`src/rtl/pedo_cmd_issuer.sv`:
```
// pedo_cmd_issuer: queues host samples and weight writes and issues paced command strobes to the pedometer core
module pedo_cmd_issuer #(
  parameter int WFIFO_DEPTH   = 4,
  parameter int ISSUE_GAP     = 3,
  parameter int COALESCE_WAIT = 2
) (
  input  logic       clk,
  input  logic       reset,
  input  logic       smp_valid,
  output logic       smp_ready,
  input  logic [7:0] smp_a,
  input  logic [7:0] smp_b,
  input  logic       wr_valid,
  output logic       wr_ready,
  input  logic [2:0] wr_addr,
  input  logic [7:0] wr_data,
  output logic       countSteps,
  output logic       updateWeights,
  output logic       dualUpdateWeights,
  output logic [7:0] A,
  output logic [7:0] B,
  output logic [2:0] Addr1,
  output logic [7:0] Data1,
  output logic [2:0] Addr2,
  output logic [7:0] Data2,
  output logic       busy
);
  localparam int PW = $clog2(WFIFO_DEPTH);
  localparam int CW = PW + 1;
  localparam logic [3:0] GAP_LOAD = 4'(ISSUE_GAP);
  localparam logic [3:0] AGE_MIN = 4'(COALESCE_WAIT);
  localparam logic [CW-1:0] FULL = CW'(WFIFO_DEPTH);
  typedef enum logic [1:0] {IDLE, STROBE, GAP} state_t;
  typedef enum logic [1:0] {NONE, DUAL, SINGLE, STEP} cmd_t;
  state_t state, state_nx;
  cmd_t cmd, kind;
  logic [2:0] mem_addr [WFIFO_DEPTH];
  logic [7:0] mem_data [WFIFO_DEPTH];
  logic [PW-1:0] rd_ptr, rd_ptr2, wr_ptr;
  logic [CW-1:0] count, pop_n;
  logic [3:0] age, gap;
  logic smp_full, push, take;
  logic [7:0] hold_a, hold_b;
  assign smp_ready = reset && !smp_full;
  assign wr_ready = reset && count < FULL;
  assign push = wr_valid && wr_ready;
  assign take = smp_valid && smp_ready;
  assign rd_ptr2 = rd_ptr + PW'(1);
  assign busy = gap != 4'd0 || smp_full || count != '0;
  assign countSteps = state == STROBE && kind == STEP;
  assign updateWeights = state == STROBE && kind == SINGLE;
  assign dualUpdateWeights = state == STROBE && kind == DUAL;
  // Pick the command for this edge (weights outrank samples) and the FSM successor
  always_comb begin
    cmd = gap != 4'd0 ? NONE :
          count >= CW'(2) ? (mem_addr[rd_ptr] != mem_addr[rd_ptr2] ? DUAL : SINGLE) :
          (count == CW'(1) && age >= AGE_MIN) ? SINGLE :
          smp_full ? STEP : NONE;
    pop_n = cmd == DUAL ? CW'(2) : cmd == SINGLE ? CW'(1) : '0;
    state_nx = cmd != NONE ? STROBE : gap > 4'd1 ? GAP : IDLE;
  end
  // FSM state and the kind of command currently being strobed
  always_ff @(posedge clk or negedge reset) begin
    if (!reset) begin
      state <= IDLE;
      kind <= NONE;
    end else begin
      state <= state_nx;
      kind <= cmd;
    end
  end
  // Weight FIFO storage; only valid entries are ever read, so no reset is needed
  always_ff @(posedge clk) begin
    if (push) begin
      mem_addr[wr_ptr] <= wr_addr;
      mem_data[wr_ptr] <= wr_data;
    end
  end
  // FIFO bookkeeping, lone-entry age, issue spacing and the sample holding register
  always_ff @(posedge clk or negedge reset) begin
    if (!reset) begin
      wr_ptr <= '0;
      rd_ptr <= '0;
      count <= '0;
      age <= '0;
      gap <= '0;
      smp_full <= 1'b0;
      hold_a <= '0;
      hold_b <= '0;
    end else begin
      wr_ptr <= wr_ptr + PW'(push);
      rd_ptr <= rd_ptr + pop_n[PW-1:0];
      count <= count + CW'(push) - pop_n;
      age <= (count == CW'(1) && pop_n == '0) ? age + 4'(age != 4'hF) : '0;
      gap <= cmd != NONE ? GAP_LOAD : gap - 4'(gap != 4'd0);
      smp_full <= take || (smp_full && cmd != STEP);
      if (take) begin
        hold_a <= smp_a;
        hold_b <= smp_b;
      end
    end
  end
  // Operand registers change only on an issue edge; slot 1 always gets the older entry
  always_ff @(posedge clk or negedge reset) begin
    if (!reset) begin
      A <= '0;
      B <= '0;
      Addr1 <= '0;
      Data1 <= '0;
      Addr2 <= '0;
      Data2 <= '0;
    end else begin
      if (cmd == STEP) begin
        A <= hold_a;
        B <= hold_b;
      end
      if (cmd == DUAL || cmd == SINGLE) begin
        Addr1 <= mem_addr[rd_ptr];
        Data1 <= mem_data[rd_ptr];
      end
      if (cmd == DUAL) begin
        Addr2 <= mem_addr[rd_ptr2];
        Data2 <= mem_data[rd_ptr2];
      end
    end
  end
endmodule
```
`config.mk`:
```
export PLATFORM = sky130hd
export DESIGN_NAME = pedo_cmd_issuer
export DESIGN_NICKNAME = d
export VERILOG_FILES = /design/src/rtl/pedo_cmd_issuer.sv
export SDC_FILE = /design/constraint.sdc
export NUM_CORES = 1
export LEC_CHECK = 0
export BUFFER_PORTS_ARGS = -buffer_cell sky130_fd_sc_hd__buf_2
export CAP_MARGIN = 20
export CORE_UTILIZATION = 60
export DETAILED_ROUTE_END_ITERATION = 10
export HOLD_SLACK_MARGIN = 0.05
export PLACE_DENSITY = 0.83
export SLEW_MARGIN = 20
export SYNTH_ARGS = -nofsm -noshare
export SYNTH_HDL_FRONTEND = slang
export SYNTH_SLANG_ARGS = --single-unit
```
`constraint.sdc`:
```
create_clock -name clk -period 8.8 [get_ports clk]
set_clock_uncertainty 0.05 [all_clocks]
set_input_delay 1.76 -clock clk [delete_from_list [all_inputs] [get_ports clk]]
set_output_delay 1.76 -clock clk [all_outputs]
set_load 0.02 [all_outputs]
```
==> results by group <==
Status
  • Run status: completed

STA
  • Post-layout minimum cycle time: 4.75 ns
  • Count of final hold-check violations: 0
  • Final-layout setup total negative slack: 0 ns
  • Worst path setup slack after routing: 4.05 ns
  • F_max: 211 MHz
  • Setup repair after global routing missed its margin: no
  • Final clock period utilization by the worst path: 53.9%
  • Slew headroom: 29.8%
  • Actual transition at the worst max-transition pin: 1.05 ns
  • Final setup violation count: 0
  • Max-slew violations: 0

Final layout
  • Share of final-layout standard cells stronger than drive strength 1: 44.6%
  • Reg area: 0.00317 mm²
  • Layout Nets: 437
  • Area added between synthesis and finish: 19.8%
  • Total area of multi-input combinational cells: 0.00186 mm²
  • Number of filler cells placed in the layout: 534
  • Number of antenna repair diodes: 0

Clock tree
  • Clock Latency Late Sink: 0.50 ns
  • Clock transition at path regs: 0.05 ns
  • Clock tree from TritonCTS: done
  • Cts-stage hold buffer count: 0
  • Clock Sink Count: 118
  • Clock root buffer master: sky130_fd_sc_hd__clkbuf_8
  • Post_cts resized: 0
  • Buffer depth of the longest clock path: 2
  • CTS H-Tree Depth: 4
  • Number of buffers inserted by post-CTS setup repair: 0
  • Inserted Clock Buffers: 17

Synth
  • Compound-cell area share of the yosys netlist: 2.36%
  • Cell area after technology mapping: 0.00514 mm²
  • Number of nets in the synthesized netlist: 354
  • Adder-Cell Fraction of Synth Area: 3.31%
  • Most used standard cell by instance count after synthesis: sky130_fd_sc_hd__dfrtp_1
  • Synth top cells by count: sky130_fd_sc_hd__dfrtp_1 (74), sky130_fd_sc_hd__mux2_2 (54), sky130_fd_sc_hd__edfxtp_1 (44)
  • Area share of the largest cell type after synthesis: 36.0%
  • Yosys warns: 0
  • #FFs+latches synth: 118
  • Register area share after synthesis: 61.7%
  • Top FF cell, synth: sky130_fd_sc_hd__dfrtp_1
  • Share of the synthesized netlist area taken by xor and xnor gates: 3.58%
  • Cell taking the most area after synthesis: sky130_fd_sc_hd__dfrtp_1
  • Multiplexer share of the synthesized area: 22.1%
  • Cell variety after synth: 43
  • Mean instance size in the synthesized netlist: 16.6 µm²
  • Fraction of registers with async set or reset after synthesis: 62.7%
  • Cell types with the largest area share after synthesis: sky130_fd_sc_hd__dfrtp_1 (36%), sky130_fd_sc_hd__edfxtp_1 (26%), sky130_fd_sc_hd__mux2_2 (12%)
  • Synthesized netlist cell count: 310
  • Area share of and/or/nand/nor cells after synthesis: 4.55%
  • Largest family of logic cells by synthesized area: multiplexers
  • Number of enable-type register cells in the synthesized netlist: 44

Worst setup path
  • Sort of element at the end of the critical path: output pin
  • Worst endpoint required time: 6.99 ns
  • Reg2reg end: count[2]
  • Path type of the worst setup path: primary input to output pin
  • Biggest fanout along the worst timing path: 76
  • Startpoint types: primary input
  • Reg-to-reg slack, setup: 4.94 ns
  • Critical Path AT: 2.94 ns
  • R2r startpoint: rd_ptr[0]
  • Worst r2r path cells: 13

Detailed routing
  • Number of DRC markers in iteration 0: 91
  • Number of design rule violations left after detail routing: 0
  • Count of vias placed by the detailed router: 2,935
  • Number of vias per cell after detailed routing: 5.74
  • Antenna-violating nets left: 0
  • Iteration count of the initial detailed-routing pass: 4
  • Total detailed-routing wirelength: 9.22 mm
  • Average wire per cell in the routed design: 18.1 µm

Min path
  • Worst hold path stage count: 1
  • Worst hold path type: register to register
  • Critical hold path startpoint: Addr2[2]
  • Sink of the worst hold path: Addr2[2]

Placement
  • Port Buffers: 74
  • DP Worst Slack: 4.02 ns
  • Detailed-placement wirelength estimate: 5.93 mm
  • GP Congestion: 0.695

Pwr
  • Worst ir drop on vdd: 0.208 mV
  • Power Density: 360 mW/mm²
  • Internal power consumption: 1510 µW
  • Part of the power in the clock network: 29.1%
  • Cell leakage power: 0.00267 µW
  • Logic pwr share: 32.7%
  • Sw Share: 32.0%
  • Switch Pwr: 708 µW
  • Share of total power in sequential cells: 38.2%

Floorplan
  • Height of the die: 94.6 µm
  • Io pins: 75
  • Area of the die: 0.00894 mm²
  • Die boundary width: 94.6 µm
  • Initial core utilization: 62.2%
  • Core ar.: 0.00826 mm²
  • FP Rows: 33

Job
  • Max-cap violations: 0

Global routing
  • Global-route wire length before repair: 15.2 mm
  • GRT overflow: 0
  • Number of global-route vias before repair: 3,075
  • Largest net degree at the start of global routing: 77
  • Number of antenna violations at the first check in global routing: 0
  • Total track usage: 23.6%
how the worst max path moves through the flow:
stage | to | slack [ns] | startpoint
after floorplan | smp_ready | 4.87 | reset
after global placement | wr_ready | 4.05 | reset
after detailed placement | wr_ready | 4.02 | reset
after CTS | smp_ready | 4.02 | reset
after global routing | wr_ready | 3.87 | reset
final | smp_ready | 4.05 | reset
stage by stage:
stage          instances  total power, µW  area (µm²)  hold slack [ns]  utilization, %
4_1_cts              511             2240        6160            0.452            74.5
3_3_place_gp         479             1540        5580            0.431            67.6
2_1_floorplan        310             1390        5140            0.424               -
5_1_grt              511             2340        6160            0.471            74.5
3_5_place_dp         479             1580        5580            0.436            67.6
6_report             511             2220        6160            0.449            74.5
cells by family after synthesis:
family	Yosys count
adders and majority gates	13
and+or+nand+nor	45
buffers and inverters	21
DFF	118
xor gates and xnor gates	21
muxes	76
AOI/OAI and AO/OA	16
cell usage in the layout (no fill, tap or decap), types with 3 or more instances in the layout:
cell type                   synthesis  final
sky130_fd_sc_hd__xor2_1            11     11
sky130_fd_sc_hd__ha_1              12     12
sky130_fd_sc_hd__inv_1              9      9
sky130_fd_sc_hd__clkbuf_8           0      3
sky130_fd_sc_hd__dfrtp_1           74     74
sky130_fd_sc_hd__buf_2              3     73
sky130_fd_sc_hd__xnor2_1           10     10
sky130_fd_sc_hd__and2_1             3      3
sky130_fd_sc_hd__nor2b_1            4      4
sky130_fd_sc_hd__mux4_2            13     13
sky130_fd_sc_hd__nand2_1           10     10
sky130_fd_sc_hd__edfxtp_1          44     44
sky130_fd_sc_hd__clkinv_2           0      4
sky130_fd_sc_hd__nor2_1            13     13
sky130_fd_sc_hd__mux4_1             9      9
sky130_fd_sc_hd__clkinv_4           0      3
sky130_fd_sc_hd__clkbuf_16          0     16
sky130_fd_sc_hd__mux2_2            54     54
sky130_fd_sc_hd__buf_4              1      3
power groups by stage:
stage	logic [µW]	registers, µW	clock network [µW]
floorplan	455	931	0
CTS	735	848	656
global route	793	869	682
global placement	695	841	0
finish	725	846	646
detailed placement	725	852	0
worst max-delay path, stage by stage:
cell and delay, ns:
sky130_fd_sc_hd__buf_4 0.68, sky130_fd_sc_hd__nor2b_1 0.25, sky130_fd_sc_hd__buf_2 0.18
state kept, by name, indices dropped and copies added (netlist names), 2 cells and up:
signal and flops:
hold_b 8, count 3, Addr1 3, kind 2, mem_addr 12, A 8, wr_ptr 2, gap 4
mem_data 32, age 4, Addr2 3, Data2 8, rd_ptr 2, B 8, Data1 8, hold_a 8
state 2
routing by layer:
metal  up-vias  global-route usage, %  wire length, µm
met5         -                      0                0
met4         0                   8.46              120
met3        14                   5.80              399
met2        87                   40.4             4850
met1      1501                   29.5             3860
li1       1333                      -                -
cell type report:
| type | instances | share of cell area, % |
|---|---|---|
| Clock buffer | 20 | 7.24 |
| Clock inverter | 12 | 2.07 |
| Inverter | 9 | 0.549 |
| Multi-Input combinational cell | 171 | 30.2 |
| Sequential cell | 118 | 51.5 |
| Tap cell | 105 | 2.13 |
| Timing Repair Buffer | 76 | 6.30 |
(Power assumes the default switching activity.)
